File: src/rtl/decoder_2x4_pulse.sv
// rtl/decoder_2x4_pulse.sv - registered 2-to-4 decoder turning encoded codes into timed one-hot strobes
module decoder_2x4_pulse #(
    parameter int PULSE_LEN = 4,
    parameter int CNT_W     = 8
) (
    input  logic clk,
    input  logic rst_n,
    input  logic v,
    input  logic y1,
    input  logic y0,
    output logic ready,
    output logic out3,
    output logic out2,
    output logic out1,
    output logic out0,
    output logic busy
);

    typedef enum logic {
        IDLE  = 1'b0,
        PULSE = 1'b1
    } state_t;

    // Counter runs PULSE_LEN-1 down to 0, so the strobe spans exactly PULSE_LEN cycles.
    localparam logic [CNT_W-1:0] CNT_RELOAD = CNT_W'(PULSE_LEN - 1);
    localparam logic [CNT_W-1:0] CNT_ONE    = CNT_W'(1);

    state_t           state;
    state_t           state_nxt;
    logic             pend_valid;
    logic [1:0]       pend_code;
    logic [1:0]       active_code;
    logic [CNT_W-1:0] cnt;
    logic             cnt_zero;
    logic             load;
    logic             accept;

    // A pending entry blocks new codes, so accept and consume never coincide.
    assign ready    = !pend_valid;
    assign accept   = v && ready;
    assign cnt_zero = (cnt == '0);

    // The pending code moves into the active register when idle or when the current strobe expires.
    assign load = pend_valid && ((state == IDLE) || cnt_zero);

    // State register.
    always_ff @(posedge clk or negedge rst_n) begin
        if (!rst_n) begin
            state <= IDLE;
        end else begin
            state <= state_nxt;
        end
    end

    // Next-state logic: a pending code at the last pulse cycle keeps us in PULSE with no gap.
    always_comb begin
        state_nxt = state;
        case (state)
            IDLE: begin
                if (pend_valid) begin
                    state_nxt = PULSE;
                end
            end
            PULSE: begin
                if (cnt_zero && !pend_valid) begin
                    state_nxt = IDLE;
                end
            end
            default: state_nxt = IDLE;
        endcase
    end

    // Pending buffer, active code and pulse counter.
    always_ff @(posedge clk or negedge rst_n) begin
        if (!rst_n) begin
            pend_valid  <= 1'b0;
            pend_code   <= 2'b00;
            active_code <= 2'b00;
            cnt         <= '0;
        end else begin
            if (accept) begin
                pend_valid <= 1'b1;
                pend_code  <= {y1, y0};
            end else if (load) begin
                pend_valid <= 1'b0;
            end

            if (load) begin
                active_code <= pend_code;
                cnt         <= CNT_RELOAD;
            end else if ((state == PULSE) && !cnt_zero) begin
                cnt <= cnt - CNT_ONE;
            end
        end
    end

    // Strobes decode purely from registered state, so at most one line is ever high.
    always_comb begin
        out0 = 1'b0;
        out1 = 1'b0;
        out2 = 1'b0;
        out3 = 1'b0;
        busy = 1'b0;
        if (state == PULSE) begin
            busy = 1'b1;
            case (active_code)
                2'b00:   out0 = 1'b1;
                2'b01:   out1 = 1'b1;
                2'b10:   out2 = 1'b1;
                default: out3 = 1'b1;
            endcase
        end
    end

endmodule

File: config.mk
export PLATFORM = sky130hd
export DESIGN_NAME = decoder_2x4_pulse
export DESIGN_NICKNAME = d
export VERILOG_FILES = /design/src/rtl/decoder_2x4_pulse.sv
export SDC_FILE = /design/constraint.sdc
export NUM_CORES = 1
export LEC_CHECK = 0
export ABC_AREA = 0
export ABC_CLOCK_PERIOD_IN_PS = 2000
export CORE_UTILIZATION = 29
export DETAILED_ROUTE_END_ITERATION = 10
export GPL_ROUTABILITY_DRIVEN = 0
export SETUP_SLACK_MARGIN = 0.4
export SLEW_MARGIN = 0
export SYNTH_ARGS = -nofsm -noshare
export SYNTH_HDL_FRONTEND = slang
export SYNTH_SLANG_ARGS = --single-unit
File: constraint.sdc
create_clock -name clk -period 2 [get_ports clk]
set_clock_uncertainty 0.2 [all_clocks]
set_input_delay 0.3 -clock clk [delete_from_list [all_inputs] [get_ports clk]]
set_output_delay 0.3 -clock clk [all_outputs]
set_load 0.01 [all_outputs]
==> flow_summary.yaml, run 1 <==
timing:
  final.period_utilization_pct: 95.5
  fin_crit_ns: 1.91
  hold_viol_final: 0
  slew_viol_final: 0
  worst_slew_pin_slew_ns: 0.464
  max_clock_freq_mhz: 524
  relSlewSlack_pct: 68.8
  setup_violations: 0
  setup_tns_ns: 0
  grt_setup_unrepaired: "true"
power_and_ir_drop:
  p_sw_w: 0.000650
  power_density_nw_per_um2: 1500
  p_comb_share_pct: 55.1
  clkPwrFrac_pct: 13.0
  max-vdd-ir-drop_mv: 0.717
  p_leak_nw: 0.499
  switching_share_pct: 38.8
  intPower_w: 0.00102
  total_power_w: 0.00167
  seqPwrFrac_pct: 31.9
worst_setup_path:
  crit_fanout: 3
  cp_data_arrival_time_ns: 1.90
  start_kind: "flop"
  worstSetupPathType: "flop to flop"
  critPathBufInv: 0
  cp_top_family: "simple AND/OR/NAND/NOR gates"
  endpoint_kind: "flop"
  path_cells: "or4_4 -> o41ai_4 -> mux2_4"
  cp_slowest_stage_delay_ns: 0.56
  cpMaxStageDelayCell: "or4_4"
  required_ns: 1.99
layout:
  final_cell_mix: "14 x dfrtp_1, 14 x buf_4, 5 x nand2_1"
  drive_gt1_share_pct: 46.0
  nets: 108
  area_delta_synth_final_pct: 46.5
  num-fill-cells: 250
  antenna_cells: 0
placed_design:
  portBuffers: 10
  dp_hpwl_um: 1220
global_routing:
  grt_antenna_before_repair: 0
  grt_pass1_wl_um: 3040
  groute.usage.overall_pct: 15.4
  grt_max_degree: 15
  grt_pass1_vias: 693
  grt_overflow_total: 0
yosys:
  synthCells: 70
  synth_top_area_share_pct: 46.0
  yosysWarnings: 0
  avgSynthCellArea_um2: 10.9
  ys_ff_latch: 14
  synthAdderAreaFrac_pct: 3.28
  netlist_top_cells_area: "dfrtp_1 46%, mux2_2 4.4%, o41ai_4 3.6%"
  synth-compound-area-share_pct: 15.9
  yosys.area_share.simple_pct: 21.0
  mappedNetlistArea_um2: 762
  synth_top_family_by_area: "simple AND/OR/NAND/NOR gates"
  ys_seq_area_share_pct: 46.0
  synthMuxAreaShare_pct: 8.70
  synthesis.nets: 77
  synth.distinct_cells: 32
  synthXorXnorAreaFrac_pct: 1.15
  yosysTopAreaCell: "dfrtp_1"
die:
  die-area_um2: 2840
  io_pins: 11
  row_count: 18
  die_y_um: 53.3
  start_util_pct: 30.8
  dieWidth_um: 53.3
  core_area_um2: 2480
routing:
  drc: 0
  wirelength_um: 1890
  routedWlPerCell_um: 14.5
  drt_iter0_drc: 16
  routed_via_density: 5.17
  dr_total_vias: 672
  firstDrtPassIters: 4
  ant_nets: 0
outcome:
  outcome: "complete, no violations"
run:
  max_cap_viol_count: 0
clock_tree:
  cts_inserted_buffers: 3
  cts.sinks: 14
  clk_pin_slew_ns: 0.09
  hold_buffers: 0
  htree_num_levels: 1
  clock_latency_ns: 0.30
  cts_buffer_depth: 2
  tritoncts: "done"
  clock-root-buffer: "clkbuf_4"
hold_path:
  hold_class: "primary input to async pin"
[power by group through the flow]
stage | logic [W] | registers (W) | clock network [W]
3_5_place_dp | 0.000703 | 0.000535 | 0
4_1_cts | 0.000827 | 0.000527 | 0.000219
5_1_grt | 0.00101 | 0.000553 | 0.000233
6_report | 0.000921 | 0.000534 | 0.000218
3_3_place_gp | 0.000684 | 0.000530 | 0
2_1_floorplan | 0.000412 | 0.000531 | 0
[per-stage QoR]
step | util, % | setup WS [ns] | area [um^2] | hold slack [ns] | cells
final | 45.1 | 0.0905 | 1120 | 0.0980 | 130
after global routing | 45.1 | 0.0350 | 1120 | 0.134 | 130
after CTS | 43.5 | 0.0941 | 1080 | 0.107 | 129
after detailed placement | 38.5 | 0.0913 | 953 | 0.297 | 117
after global placement | 38.5 | 0.117 | 953 | 0.285 | 117
after floorplan | - | 0.0832 | 767 | -0.196 | 70
[final timing paths]
path	slack, ns	start	endpoint	cells after the start
max reg2reg	0.09	cnt[5]	active_code[1]	3
min in group clk	0.33	pend_code[1]	active_code[1]	1
max	0.09	cnt[5]	active_code[1]	3
max in group asynchronous	1.32	rst_n	cnt[3]	2
min reg2reg	0.33	pend_code[1]	active_code[1]	1
min	0.1	rst_n	pend_code[0]	2
[layer usage]
metal | routed length [um] | part of all wire, % | up-vias | global-route usage [%]
met5 | 0 | 0 | - | 0
met1 | 847 | 45 | 332 | 19.4
met2 | 946 | 50 | 14 | 24.2
li1 | - | - | 319 | -
met3 | 45 | 2.4 | 7 | 2.01
met4 | 48 | 2.5 | 0 | 10.1
[what timing repair did]
item,in CTS,in global routing
endpoints found under the setup margin,18,18
hold endpoints to repair,0,0
buffers inserted,8,1
pin swaps,6,0
resized for setup,31,8
[flip-flops by register name (all words and copies together) (netlist names)]
register and cells:
active_code 2, cnt 8, pend_code 2, pend_valid 1, state 1
[cells in the mapped netlist]
library cell,n
o21ai_0,5
mux2_2,3
o41ai_4,1
o211ai_1,1
a21bo_2,1
nor3b_1,3
xnor2_1,1
nor4_1,1
inv_1,5
or4_2,1
or4b_1,1
a21oi_1,1
o22ai_1,1
a211o_1,2
buf_6,1
mux2_1,2
dfrtp_1,14
and3_1,1
nand2_1,6
o21bai_1,1
or2_2,1
and3b_1,1
a41oi_1,1
or4_1,3
mux2i_1,1
nor2_1,4
ha_1,2
nor2b_1,1
nor3_1,1
or4_4,1
or2b_2,1
a31oi_1,1
[kinds of logic (layout without fill, tap and decap cells)]
kind of cell,after synthesis,in the layout
XOR/XNOR,1,1
buffers and inverters,6,36
flip-flops,14,14
AO/OA/AOI/OAI,15,15
multiplexers,6,6
AND/OR/NAND/NOR,26,26
adder cells (fa/ha/maj),2,2
[cell type report]
type	instances	area [um^2]	share of cell area, %
clock buffer	4	36.3	3.25
multi-input combinational	50	443	39.7
sequential	14	350	31.4
timing repair buffer	27	230	20.6
inverter	5	18.8	1.68
tap	30	37.5	3.36
Note: power is estimated with default switching activity, not from simulation.
==> run 2: changes to the inputs <==
- CORE_UTILIZATION: 29 -> 40
==> flow_summary.yaml, run 2 (synthesis gave the netlist of run 1 again) <==
placed_design:
  place_area_um2: 932
  dp_cells: 110
  dpl_worst_slack_ns: 0.0225
  dp_hpwl_um: 1130
  portBuffers: 10
routing:
  wirelength_um: 1820
  drc: 0
  firstDrtPassIters: 4
  routed_via_density: 5.22
  ant_nets: 0
  routedWlPerCell_um: 14.7
  dr_total_vias: 647
  drt_iter0_drc: 9
hold_path:
  hold_class: "primary input to async pin"
timing:
  hold_viol_final: 0
  setup_slack_ns: 0.0486
  max_clock_freq_mhz: 512
  slew_viol_final: 0
  grt_setup_unrepaired: "true"
  setup_violations: 0
  final.period_utilization_pct: 97.6
  relSlewSlack_pct: 75.4
  worst_slew_pin_slew_ns: 0.366
  fin_crit_ns: 1.95
global_routing:
  grt_pass1_vias: 591
  grt_antenna_before_repair: 0
  groute.usage.overall_pct: 20.9
  grt_max_degree: 15
  grt_pass1_wl_um: 2860
  grt_overflow_total: 0
worst_setup_path:
  cp_data_arrival_time_ns: 1.92
  crit_fanout: 4
  endpoint_kind: "flop"
  worstSetupPathType: "flop to flop"
  required_ns: 1.97
  start_kind: "flop"
layout:
  final_cell_mix: "12 x dfrtp_1, 12 x buf_4, 7 x buf_6"
  largest-register: "cnt"
  seq_area_um2: 353
  largest_reg_flops: 8
  drive_gt1_share_pct: 51.5
  fin_area_um2: 1110
  fin_cells: 124
  area_delta_synth_final_pct: 45.5
  nets: 108
  final_util_pct: 62.8
  reg_top3: "cnt (8), active_code (2), pend_code (2)"
  antenna_cells: 0
  num-fill-cells: 157
  multi_input_comb_area_um2: 450
run:
  max_cap_viol_count: 0
die:
  die_y_um: 45.6
  io_pins: 11
  row_count: 15
  start_util_pct: 43.2
  dieWidth_um: 45.6
  core_area_um2: 1760
  die-area_um2: 2080
power_and_ir_drop:
  power_density_nw_per_um2: 1450
  p_leak_nw: 0.497
  max-vdd-ir-drop_mv: 0.659
clock_tree:
  cts_buffer_depth: 2
  hold_buffers: 0
  clock_latency_ns: 0.28
  clk_pin_slew_ns: 0.08
  clock-root-buffer: "clkbuf_4"
  cts_inserted_buffers: 3
  cts.sinks: 14
  htree_num_levels: 1
  tritoncts: "done"
outcome:
  outcome: "complete, no violations"
==> run 2: cell type report <==
type	count	area share [%]
multi-input combinational	50	40.6
sequential	14	31.8
tap	25	2.82
inverter	5	1.69
timing repair buffer	27	21.0
clock buffer	3	2.03
==> run 2: per-stage QoR <==
| stage | power (W) | hold WS [ns] | setup TNS (ns) |
|---|---|---|---|
| final | 0.00161 | 0.123 | 0 |
| after global routing | 0.00173 | 0.137 | -0.00870 |
| after CTS | 0.00151 | 0.134 | 0 |
| after detailed placement | 0.00122 | 0.287 | 0 |
| after global placement | 0.00120 | 0.280 | 0 |
| after floorplan | 0.000943 | -0.196 | 0 |
==> run 2: worst paths after layout <==
kind	slack (ns)	to	cells after the start	startpoint
setup / recovery	0.05	active_code[1]	3	cnt[5]
hold / removal	0.12	cnt[6]	2	rst_n
setup reg to reg	0.05	active_code[1]	3	cnt[5]
hold reg to reg	0.31	active_code[0]	1	pend_code[0]
max in group asynchronous	1.28	state	2	rst_n
min in group clk	0.31	active_code[0]	1	pend_code[0]
==> run 2: worst max-delay path, cell delays in order (launching register included) <==
cell,delay (ns)
dfrtp_1,0.42
or4_4,0.56
o41ai_4,0.32
mux2_4,0.34
==> run 2: what timing repair did <==
item / in CTS / in global routing
pin swaps: 3 / 2
endpoints found under the hold margin: 0 / 0
setup buffers: 9 / 2
resized for setup: 32 / 18
setup endpoints to repair: 17 / 16
==> run 2: where the power goes <==
group          switching, W  internal (W)  leakage [nW]
Sequential         0.000133      0.000414         0.163
Combinational      0.000405      0.000503         0.320
Clock             0.0000871     0.0000699        0.0138
Total              0.000625      0.000987         0.497
==> run 2: layer usage <==
metal	GRT usage [%]	share of wire, %	up-vias
li1	-	-	316
met1	27.0	46	316
met2	30.6	49	10
met3	5.95	2.9	5
met4	12.7	2.2	0
met5	0	0	-
